--- config.mk ---
export PLATFORM = sky130hd
export DESIGN_NAME = exponent_aligner_flat
export DESIGN_NICKNAME = d
export VERILOG_FILES = /design/src/rtl/exponent_aligner_if.sv /design/src/rtl/exponent_aligner.sv /design/src/flat_wrapper.sv
export SDC_FILE = /design/constraint.sdc
export NUM_CORES = 1
export LEC_CHECK = 0
export CAP_MARGIN = 20
export CORE_MARGIN = 4
export CORE_UTILIZATION = 59
export CTS_CLUSTER_SIZE = 12
export DETAILED_ROUTE_END_ITERATION = 10
export GPL_ROUTABILITY_DRIVEN = 1
export PLACE_DENSITY = 0.86
export SLEW_MARGIN = 20
export SYNTH_ARGS = -nofsm -noshare
export SYNTH_HDL_FRONTEND = slang
export SYNTH_SLANG_ARGS = --single-unit
--- constraint.sdc ---
create_clock -name clk -period 9 [get_ports clk]
set_input_delay 1.8 -clock clk [delete_from_list [all_inputs] [get_ports clk]]
set_output_delay 1.8 -clock clk [all_outputs]
set_load 0.02 [all_outputs]
--- src/rtl/exponent_aligner_if.sv ---
// Operand/result handshake bundle for the exponent aligner.
// The slave side is the aligner; the master side drives operands and consumes results.
interface exponent_aligner_if #(
    parameter int unsigned EXP_W  = 8,
    parameter int unsigned MANT_W = 24
);
    logic                  in_valid;
    logic                  in_ready;
    logic [EXP_W-1:0]      exp_a;
    logic [MANT_W-1:0]     mant_a;
    logic [EXP_W-1:0]      exp_b;
    logic [MANT_W-1:0]     mant_b;
    logic                  out_valid;
    logic                  out_ready;
    logic [EXP_W-1:0]      exp_out;
    logic [MANT_W-1:0]     mant_big;
    logic [MANT_W+2:0]     mant_small;
    logic                  swapped;

    modport master (
        output in_valid, exp_a, mant_a, exp_b, mant_b, out_ready,
        input  in_ready, out_valid, exp_out, mant_big, mant_small, swapped
    );

    modport slave (
        input  in_valid, exp_a, mant_a, exp_b, mant_b, out_ready,
        output in_ready, out_valid, exp_out, mant_big, mant_small, swapped
    );
endinterface

--- src/rtl/exponent_aligner.sv ---
// Pre-add alignment stage: orders two operands by magnitude and iteratively
// right-shifts the smaller mantissa by the exponent difference, folding the
// shifted-out bits into a guard/round/sticky tail.
// The interface instance must be parameterised with the same EXP_W/MANT_W.
module exponent_aligner #(
    parameter int unsigned EXP_W      = 8,
    parameter int unsigned MANT_W     = 24,
    parameter int unsigned SHIFT_STEP = 4
) (
    input  logic               clk,
    input  logic               rst_n,
    exponent_aligner_if.slave  bus
);
    localparam int unsigned SmallW = MANT_W + 3;

    typedef enum logic [1:0] {StIdle, StCompare, StShift, StDone} state_e;

    state_e              r_state;
    state_e              w_state_nxt;

    logic [EXP_W-1:0]    r_exp_a,      w_exp_a_nxt;
    logic [MANT_W-1:0]   r_mant_a,     w_mant_a_nxt;
    logic [EXP_W-1:0]    r_exp_b,      w_exp_b_nxt;
    logic [MANT_W-1:0]   r_mant_b,     w_mant_b_nxt;
    logic [EXP_W-1:0]    r_exp_out,    w_exp_out_nxt;
    logic [MANT_W-1:0]   r_mant_big,   w_mant_big_nxt;
    logic [SmallW-1:0]   r_small,      w_small_nxt;
    logic                r_swapped,    w_swapped_nxt;
    logic [EXP_W-1:0]    r_rem,        w_rem_nxt;

    logic                w_a_big;
    logic [EXP_W-1:0]    w_diff;
    logic [MANT_W-1:0]   w_mant_sm_in;
    logic [EXP_W-1:0]    w_k;
    logic [SmallW-1:0]   w_mask;
    logic                w_lost;
    logic [SmallW-1:0]   w_shifted;

    // Ties go to A so that swapped only flags a strictly larger B.
    assign w_a_big      = (r_exp_a > r_exp_b) ||
                          ((r_exp_a == r_exp_b) && (r_mant_a >= r_mant_b));
    assign w_diff       = w_a_big ? (r_exp_a - r_exp_b) : (r_exp_b - r_exp_a);
    assign w_mant_sm_in = w_a_big ? r_mant_b : r_mant_a;

    // One shift step: at most SHIFT_STEP bits, lost bits OR'd into the sticky.
    always_comb begin
        w_k       = (r_rem < EXP_W'(SHIFT_STEP)) ? r_rem : EXP_W'(SHIFT_STEP);
        w_mask    = ~({SmallW{1'b1}} << w_k);
        w_lost    = |(r_small & w_mask);
        w_shifted = r_small >> w_k;
        w_shifted[0] = w_shifted[0] | w_lost;
    end

    // Next-state and datapath update for the IDLE/COMPARE/SHIFT/DONE sequence.
    always_comb begin
        w_state_nxt    = r_state;
        w_exp_a_nxt    = r_exp_a;
        w_mant_a_nxt   = r_mant_a;
        w_exp_b_nxt    = r_exp_b;
        w_mant_b_nxt   = r_mant_b;
        w_exp_out_nxt  = r_exp_out;
        w_mant_big_nxt = r_mant_big;
        w_small_nxt    = r_small;
        w_swapped_nxt  = r_swapped;
        w_rem_nxt      = r_rem;

        case (r_state)
            StIdle: begin
                if (bus.in_valid) begin
                    w_exp_a_nxt  = bus.exp_a;
                    w_mant_a_nxt = bus.mant_a;
                    w_exp_b_nxt  = bus.exp_b;
                    w_mant_b_nxt = bus.mant_b;
                    w_state_nxt  = StCompare;
                end
            end
            StCompare: begin
                w_exp_out_nxt  = w_a_big ? r_exp_a : r_exp_b;
                w_mant_big_nxt = w_a_big ? r_mant_a : r_mant_b;
                w_swapped_nxt  = ~w_a_big;
                w_small_nxt    = {w_mant_sm_in, 3'b000};
                w_rem_nxt      = w_diff;
                if (w_diff == '0) begin
                    w_state_nxt = StDone;
                end else if (32'(w_diff) >= SmallW) begin
                    // Everything falls into the sticky bit; skip the iteration.
                    w_small_nxt = {{(SmallW-1){1'b0}}, |w_mant_sm_in};
                    w_rem_nxt   = '0;
                    w_state_nxt = StDone;
                end else begin
                    w_state_nxt = StShift;
                end
            end
            StShift: begin
                w_small_nxt = w_shifted;
                w_rem_nxt   = r_rem - w_k;
                if (r_rem == w_k) begin
                    w_state_nxt = StDone;
                end
            end
            StDone: begin
                if (bus.out_ready) begin
                    w_state_nxt = StIdle;
                end
            end
            default: begin
                w_state_nxt = StIdle;
            end
        endcase
    end

    // State and datapath registers; reset drops any operation in flight.
    always_ff @(posedge clk or negedge rst_n) begin
        if (!rst_n) begin
            r_state    <= StIdle;
            r_exp_a    <= '0;
            r_mant_a   <= '0;
            r_exp_b    <= '0;
            r_mant_b   <= '0;
            r_exp_out  <= '0;
            r_mant_big <= '0;
            r_small    <= '0;
            r_swapped  <= 1'b0;
            r_rem      <= '0;
        end else begin
            r_state    <= w_state_nxt;
            r_exp_a    <= w_exp_a_nxt;
            r_mant_a   <= w_mant_a_nxt;
            r_exp_b    <= w_exp_b_nxt;
            r_mant_b   <= w_mant_b_nxt;
            r_exp_out  <= w_exp_out_nxt;
            r_mant_big <= w_mant_big_nxt;
            r_small    <= w_small_nxt;
            r_swapped  <= w_swapped_nxt;
            r_rem      <= w_rem_nxt;
        end
    end

    assign bus.in_ready   = (r_state == StIdle);
    assign bus.out_valid  = (r_state == StDone);
    assign bus.exp_out    = r_exp_out;
    assign bus.mant_big   = r_mant_big;
    assign bus.mant_small = r_small;
    assign bus.swapped    = r_swapped;
endmodule

--- src/flat_wrapper.sv ---
// flat-port wrapper written by rule: the top's interface ports become plain ports
module exponent_aligner_flat 
#(
    parameter int unsigned EXP_W      = 8,
    parameter int unsigned MANT_W     = 24,
    parameter int unsigned SHIFT_STEP = 4
)
  (clk, rst_n, bus_in_valid, bus_exp_a, bus_mant_a, bus_exp_b, bus_mant_b, bus_out_ready, bus_in_ready, bus_out_valid, bus_exp_out, bus_mant_big, bus_mant_small, bus_swapped);
  exponent_aligner_if #(.EXP_W(EXP_W), .MANT_W(MANT_W)) bus_i ();
  input  logic clk;
  input  logic rst_n;
  input wire logic [$bits(bus_i.in_valid)-1:0] bus_in_valid;
  input wire logic [$bits(bus_i.exp_a)-1:0] bus_exp_a;
  input wire logic [$bits(bus_i.mant_a)-1:0] bus_mant_a;
  input wire logic [$bits(bus_i.exp_b)-1:0] bus_exp_b;
  input wire logic [$bits(bus_i.mant_b)-1:0] bus_mant_b;
  input wire logic [$bits(bus_i.out_ready)-1:0] bus_out_ready;
  output wire logic [$bits(bus_i.in_ready)-1:0] bus_in_ready;
  output wire logic [$bits(bus_i.out_valid)-1:0] bus_out_valid;
  output wire logic [$bits(bus_i.exp_out)-1:0] bus_exp_out;
  output wire logic [$bits(bus_i.mant_big)-1:0] bus_mant_big;
  output wire logic [$bits(bus_i.mant_small)-1:0] bus_mant_small;
  output wire logic [$bits(bus_i.swapped)-1:0] bus_swapped;
  assign bus_i.in_valid = bus_in_valid;
  assign bus_i.exp_a = bus_exp_a;
  assign bus_i.mant_a = bus_mant_a;
  assign bus_i.exp_b = bus_exp_b;
  assign bus_i.mant_b = bus_mant_b;
  assign bus_i.out_ready = bus_out_ready;
  assign bus_in_ready = bus_i.in_ready;
  assign bus_out_valid = bus_i.out_valid;
  assign bus_exp_out = bus_i.exp_out;
  assign bus_mant_big = bus_i.mant_big;
  assign bus_mant_small = bus_i.mant_small;
  assign bus_swapped = bus_i.swapped;
  exponent_aligner #(.EXP_W(EXP_W), .MANT_W(MANT_W), .SHIFT_STEP(SHIFT_STEP)) u_core (.clk(clk), .rst_n(rst_n), .bus(bus_i));
endmodule
Word-level counts from Yosys, hierarchy flattened
Cells that the tools add are included.
{"block": "totals", "ff_bits": 134, "in_bits": 68}
{"block": "op_classes", "add_sub_neg": 3, "order_cmp": 4, "eq_ne": 8, "shift": 2, "muxes": 17, "bitwise_logic": 4, "n_reduce_logical": 9}
{"operator": "27-bit 2-to-1 mux", "count": 2}
{"operator": "27-bit one-hot mux with 2 select lines", "count": 1}
{"operator": "24-bit 2-to-1 mux", "count": 2}
{"operator": "8-bit 2-to-1 mux", "count": 5}
{"operator": "27-bit AND", "count": 1}
{"operator": "27-bit NOT", "count": 1}
{"operator": "27-bit OR reduction", "count": 1}
{"operator": "27-bit by 8-bit << shifter with 27-bit output (first input constant)", "count": 1}
{"operator": "27-bit by 8-bit right shift with 27-bit output", "count": 1}
{"operator": "24-bit >= comparator", "count": 1}
{"operator": "24-bit OR reduction", "count": 1}
{"operator": "8-bit subtractor", "count": 3}
{"operator": "8-bit == test", "count": 2}
{"operator": "8-bit one-hot mux with 2 select lines", "count": 1}
{"operator": "8-bit by 5-bit >= comparator with 1-bit output (second input constant)", "count": 1}
{"operator": "8-bit greater-than comparator", "count": 1}
{"operator": "8-bit logical NOT", "count": 1}
{"operator": "8-bit by 3-bit < comparator with 1-bit output (second input constant)", "count": 1}
{"operator": "2-bit 2-to-1 mux", "count": 4}
{"operator": "2-bit one-hot mux with 4 select lines", "count": 1}
{"operator": "2-bit == test (second input constant)", "count": 2}
{"operator": "2-bit != test (second input constant)", "count": 2}
{"operator": "3-bit AND reduction", "count": 1}
{"operator": "2-bit by 1-bit == test with 1-bit output (second input constant)", "count": 1}
{"operator": "other kinds (9)", "count": 9}

Logic depth before layout (Yosys ltp)
Gate-level depths: netlist of the first run.
{"block": "depth", "word_depth": 8, "mapped_depth": 16, "depth_no_buf": 13}

Worst setup path before layout of the first run
Ideal clock, no wire load.
{"block": "synth_path", "kind": "reg2reg", "start": "register u_core.r_exp_b[5]", "end": "register u_core.r_small[10], in the netlist u_core.bus.mant_small[10]", "arrival_ps": 3192, "path_slack_ps": 5682, "stages_incl_launch_ff": 15, "cell_sequence": "dfrtp_1 > inv_1 > ha_1 > buf_4 > nand4_2 > a2111oi_2 > o21ai_1 > a211o_2 > o21ai_4 > mux2_2 > a211o_1 > and4_4 > buf_6 > buf_6 > a311o_1"}
{"block": "synth_between", "elab_chain_cells": 8, "word_cells_on_any_way": 13, "classes_between": "add/sub: 2; order compare: 2; eq/ne: 1; mux: 5; reduce/logical: 3"}
{"element": "from (decl)", "line_no": "exponent_aligner.sv:23", "source": "logic [EXP_W-1:0] r_exp_b, w_exp_b_nxt;"}
{"element": "from (signal assigned)", "line_no": "exponent_aligner.sv:129", "source": "r_exp_b <= w_exp_b_nxt;"}
{"element": "branches (longest 6 deep; another with 8-bit greater-than comparator)"}
{"element": "27-bit 2-to-1 mux (*)", "line_no": "exponent_aligner.sv:83", "source": "if (w_diff == '0) begin"}
{"element": "27-bit one-hot mux with 2 select lines (*)", "line_no": "exponent_aligner.sv:67", "source": "case (r_state)"}
{"element": "to (signal assigned)", "line_no": "exponent_aligner.sv:133", "source": "r_small <= w_small_nxt;"}
{"element": "to (decl)", "line_no": "exponent_aligner.sv:27", "source": "logic [SmallW-1:0] r_small, w_small_nxt;"}
Mark *: on every way between the ends.
A chain may end at the register's enable or synchronous reset.

Worst setup path in the final report of the first run
{"block": "layout_path", "start": "register u_core.r_exp_b[4]", "end": "register u_core.r_small[18], in the netlist u_core.bus.mant_small[18]"}
Same word-level chain as after synthesis.

==> results_dict.tcl, run 1 <==
set metrics [dict create \
    cts_tree "done" \
    outcome "finished, final reports clean" \
    nFillCells 916 \
    synth_cell_type_count 67 \
    setup_viol 0 \
    rsz0062_at_grt "no" \
    synth-compound-area-share_pct 16.4 \
    seq_area_frac_synth_pct 40.0 \
    worst_skew_pair.late_latency_ps 430 \
    vias 7134 \
    synth_edf_count 0 \
    nets 1063 \
    synth_cells 848 \
    core_area_sq_um 13900 \
    yosys-mux-area-fraction_pct 18.1 \
    hold_class "reg2reg" \
    cts_buffers 17 \
    initial_core_util_pct 60.4 \
    place.gp.congestion 0.889 \
    tightest_slew_ps 1080 \
    skew_ps 11.9 \
    path_max_fanout 48 \
    maxSlewViolCount 0 \
    grt_usage_pct 28.2 \
    drt_wl_total_um 22500 \
    grt_max_degree 77 \
    post_cts_resized 0 \
    core.rowCount 43 \
    max_cap_violations 0 \
    seq_area_sq_um 3350 \
    hold_ws_ps 499 \
    port_buffers 129 \
    critPathCaptureType "flip-flop" \
    die_area_sq_um 16200 \
    post-route-drc-count 0 \
    synth_top_family_by_area "multiplexers" \
    synth_area_sq_um 8380 \
    firstDrtPassIters 7 \
    hpwl_um 15200 \
    syn_area_per_cell_sq_um 9.88 \
    synth_seq_cells 134 \
    synth_ff_type "dfrtp_1" \
    setup_slack_ps 4900 \
    antenna_found_initial 0 \
    required_ps 9310 \
    syn_nets 962 \
    synthXorXnorAreaFrac_pct 0.209 \
    yosysWarnings 0 \
    post_cts_buffers 0 \
    ios 130 \
    grt_pass1_wl_um 36300 \
    cts-root-buf "clkbuf_16" \
    period_share_pct 45.5 \
    critical_path_class "reg2reg" \
    die_height_um 127 \
    crit_arrival_ps 4400 \
    synthSimpleGateAreaFrac_pct 12.4 \
    met3_usage_pct 5.52 \
    overflow 0 \
    clkTransAtPathRegs_ps 60 \
    antennaDiodeCount 0 \
    place_ws_ps 4960 \
    antenna_left 0 \
    wl_per_cell_um 19.7 \
    drt_iter0_markers 814 \
    period_minus_slack_ps 4100 \
    multiInputGateArea_sq_um 4560 \
    grt.busiest_layer "met2" \
    die_x_um 127 \
    cp-start-kind "flip-flop" \
    final_common_cell "dfrtp_1" \
    grt_pass1_vias 6983 \
    clkSinkCount 134 \
    synthAdderAreaFrac_pct 7.05 \
    met2_usage_pct 43.8 \
    hold_viol 0 \
    layout_common_cells "dfrtp_1 (134), clkdlybuf4s50_1 (128), nand2_1 (94)" \
    met1_usage_pct 40.3 \
    area_delta_synth_final_pct 22.8 \
    viasPerCell 6.26 \
    ctsHoldBuffers 0 \
    fmax_ghz 0.244 \
    clockBufferDepth 2 \
    slew_headroom_pct 28.3 \
    cts.htree.levels 4 \
    drive_gt1_share_pct 15.0 \
    finalSetupTns_ps 0 \
    async_reset_ff_share_pct 100 \
]
-- layout make-up --
cell class                 instances  share of cell area (%)
multi-input combinational        603                    44.3
sequential                       134                    32.6
timing repair buffer             137                    13.3
clock buffer                      22                    4.61
tap                              180                    2.19
inverter                          56                    2.04
clock inverter                     8                   0.973
-- worst max-delay path, cell delays in order, from the launching register on --
cell,delay [ps]
dfrtp_1,400
inv_1,60
ha_1,430
nand4_2,180
a2111oi_2,370
o21ai_1,110
a211o_2,390
o21ai_4,160
buf_4,480
mux2_2,400
a211o_1,310
and4_4,320
a311o_1,350
-- flip-flops by register name (all words and copies together), names as in the netlist --
register,count
u_core.r_mant_b,24
u_core.r_state,2
u_core.r_mant_a,24
u_core.r_exp_a,8
u_core.r_exp_b,8
u_core.bus.swapped,1
u_core.bus.exp_out,8
u_core.bus.mant_small,27
u_core.r_rem,8
u_core.bus.mant_big,24
-- synth_stat cells (all sizes together) (2+ instances only) --
library cell / number / area, sq um
dfrtp: 134 / 3350
nand2: 95 / 357
a21oi: 82 / 414
mux2: 68 / 766
inv: 55 / 206
nor2: 55 / 214
o21ai: 51 / 267
ha: 44 / 551
clkbuf: 33 / 124
mux2i: 30 / 300
nor2b: 23 / 144
buf: 22 / 153
mux4: 20 / 450
a311o: 19 / 190
nor4: 14 / 93.8
nor3: 10 / 50.1
a31o: 8 / 70.1
nand4: 8 / 56.3
a21o: 5 / 37.5
a31oi: 5 / 31.3
a211o: 4 / 36.3
and2: 4 / 25.0
o2111ai: 4 / 35.0
a21boi: 3 / 22.5
and3: 3 / 18.8
nand3: 3 / 15.0
o21a: 3 / 22.5
o22ai: 3 / 18.8
o31ai: 3 / 22.5
a2111oi: 2 / 23.8
a211oi: 2 / 15.0
a22o: 2 / 17.5
a32o: 2 / 20.0
fa: 2 / 40.0
nand2b: 2 / 12.5
o211a: 2 / 20.0
o2bb2ai: 2 / 17.5
o311a: 2 / 20.0
or3: 2 / 12.5
or4: 2 / 15.0
-- final timing paths --
kind,start,to,slack (ps),cells past startpoint
min in group asynchronous,rst_n,u_core.bus.exp_out[3],1420,1
max,u_core.r_exp_b[4],u_core.bus.mant_small[18],4900,12
max reg2reg,u_core.r_exp_b[4],u_core.bus.mant_small[18],4900,12
min,u_core.r_rem[6],u_core.r_rem[6],500,2
min reg2reg,u_core.r_rem[6],u_core.r_rem[6],500,2
max in group asynchronous,rst_n,u_core.r_mant_a[23],6140,2
-- routing by layer --
metal | wire, um | vias up
met1 | 9580 | 3491
met2 | 10800 | 351
met3 | 1630 | 38
li1 | - | 3254
met4 | 432 | 0
met5 | 0 | -
-- through the flow --
stage	instances	instance area, sq um	util (%)
2_1_floorplan	848	8380	-
3_3_place_gp	1109	9680	69.7
3_5_place_dp	1110	9710	69.9
4_1_cts	1140	10300	74.1
5_1_grt	1140	10300	74.1
6_report	1140	10300	74.1
-- kinds of logic (layout without fill, tap and decap cells) --
family	Yosys count	after routing
simple gates	224	224
compound gates	212	212
flops	134	134
mux	118	118
buf+inv	111	223
fa+ha+maj	46	46
xor+xnor	2	2
other cells	1	1
Power of run 1 is left out: the tool's default activity adds up to more than one toggle a clock period on the data nets, which glitch-free logic cannot reach.
==> inputs of run 2 (changes only) <==
--- a/config.mk
+++ b/config.mk
@@ -7,11 +7,11 @@
 export LEC_CHECK = 0
 export CAP_MARGIN = 20
 export CORE_MARGIN = 4
-export CORE_UTILIZATION = 59
+export CORE_UTILIZATION = 50
 export CTS_CLUSTER_SIZE = 12
 export DETAILED_ROUTE_END_ITERATION = 10
 export GPL_ROUTABILITY_DRIVEN = 1
-export PLACE_DENSITY = 0.86
+export PLACE_DENSITY = 0.78
 export SLEW_MARGIN = 20
 export SYNTH_ARGS = -nofsm -noshare
 export SYNTH_HDL_FRONTEND = slang
==> constraint.sdc (replaced) <==
create_clock -name clk -period 3.6 [get_ports clk]
set_input_delay 0.72 -clock clk [delete_from_list [all_inputs] [get_ports clk]]
set_output_delay 0.72 -clock clk [all_outputs]
set_load 0.02 [all_outputs]
==> run 2 against run 1 <==
  * Clock skew increased by 5.7 ps
  * Cell count is 5.8% higher
  * Critical path depth is 1 lower
  * Die area rose by 17%
  * Worst setup slack worse by 4700 ps
  * Utilization fell by 9.9 points
  * Register-to-register slack got worse by 4700 ps
  * Non-clock buffer count increased by 21
  * Wire length up 2.8%
  * Sequential share of layout area decreased by 0.97 points
==> results_dict.tcl, run 2 (synthesis gave the netlist of run 1 again) <==
set metrics [dict create \
    post-route-util_pct 64.2 \
    largest_reg_flops 27 \
    nets 1087 \
    ios 130 \
    clkSinkCount 134 \
    slew_headroom_pct 46.2 \
    drive_gt1_share_pct 17.7 \
    die_height_um 137 \
    crit_path_start "u_core.r_exp_b[0]" \
    final_cell_area_sq_um 10600 \
    antennaDiodeCount 0 \
    core_area_sq_um 16500 \
    hold_class "in2async" \
    outcome "finished, final reports clean" \
    period_minus_slack_ps 3410 \
    clockBufferDepth 2 \
    clkTransAtPathRegs_ps 60 \
    period_share_pct 94.6 \
    initial_core_util_pct 50.7 \
    drt_wl_total_um 23100 \
    path_max_fanout 8 \
    reg2reg_from "u_core.r_exp_b[0]" \
    tightest_slew_ps 797 \
    cts_buffers 17 \
    cts.htree.levels 4 \
    nFillCells 1322 \
    viasPerCell 5.90 \
    reg2reg_slack_ps 190 \
    hold_viol 0 \
    cp-start-kind "flip-flop" \
    antenna_left 0 \
    fmax_ghz 0.294 \
    drt_iter0_markers 803 \
    critical_path_class "reg2reg" \
    grt_pass1_wl_um 36300 \
    placed_cell_area_sq_um 9890 \
    critPathCaptureType "flip-flop" \
    vias 7110 \
    area_delta_synth_final_pct 26.6 \
    max_cap_violations 0 \
    r2r_cells 11 \
    overflow 0 \
    grt_pass1_vias 6872 \
    required_ps 3920 \
    port_buffers 129 \
    cts_tree "done" \
    wl_per_cell_um 19.2 \
    worst_skew_pair.late_latency_ps 430 \
    firstDrtPassIters 5 \
    setup_viol 0 \
    crit_arrival_ps 3720 \
    hpwl_um 16200 \
    crit_path_end "u_core.bus.mant_small[18]" \
    post-route-drc-count 0 \
    skew_ps 17.6 \
    layout_common_cells "dfrtp_1 (134), clkdlybuf4s50_1 (128), nand2_1 (94)" \
    finalSetupTns_ps 0 \
    rsz0062_at_grt "no" \
    r2r_end "u_core.bus.mant_small[18]" \
    place.gp.congestion 0.945 \
    core.rowCount 47 \
    die_x_um 137 \
    ctsHoldBuffers 0 \
    maxSlewViolCount 0 \
    die_area_sq_um 18900 \
    antenna_found_initial 0 \
    grt_usage_pct 24.6 \
    grt_max_degree 78 \
    cts-root-buf "clkbuf_16" \
    final_common_cell "dfrtp_1" \
]
-- run 2: cell count changes in the layout (fill, tap and decap cells not counted), moves of 2 or more --
cell | before | now
and4_4 | 1 | 4
buf_12 | 0 | 3
buf_4 | 8 | 25
inv_6 | 0 | 2
-- run 2: critical path: stages, from the launching register on --
cell and delay, ps:
dfrtp_1 390, inv_1 60, ha_1 370, nand4_1 190
a2111oi_2 320, o21ai_1 110, a211o_2 390, o21ai_4 200
mux2_2 360, a211o_1 390, and4_4 220, a311o_1 310
-- run 2: cell type report --
cell class | count | area, sq um | share of cell area, %
multi-input cells | 606 | 4610 | 43.5
flip-flops and latches | 134 | 3350 | 31.6
repair buffers | 158 | 1570 | 14.8
clock buffers | 21 | 470 | 4.43
well taps | 220 | 275 | 2.59
inverters | 56 | 210 | 1.98
clock inverters | 11 | 123 | 1.16
-- run 2: worst min-delay path by stage --
stage                                from                        end  slack (ps)  cells past startpoint
after floorplan                     rst_n      u_core.bus.exp_out[0]         420                      0
after global placement    u_core.r_rem[6]            u_core.r_rem[6]         460                      2
after detailed placement  u_core.r_rem[6]            u_core.r_rem[6]         460                      2
after CTS                           rst_n  u_core.bus.mant_small[18]         360                      1
after global routing                rst_n  u_core.bus.mant_small[15]         390                      1
final                               rst_n  u_core.bus.mant_small[18]         310                      1
-- run 2: layer usage --
layer	up-vias	wire length [um]	global-route usage (%)
met5	-	0	0
met3	27	1770	5.55
met1	3472	10300	35.6
met4	0	360	6.82
met2	296	10700	37.3
li1	3315	-	-
-- run 2: repair_timing --
item	4_1_cts	5_1_grt
gates resized for setup	0	8
setup endpoints to repair	0	31
buffers inserted	0	5
-- run 2: per-stage QoR --
stage,hold WS [ps],setup WS (ps),cells
floorplan,424,282,848
global placement,457,186,1165
detailed placement,461,148,1165
CTS,362,116,1197
global route,386,2.40,1206
finish,315,194,1206
Power of run 2 is left out for the same reason.
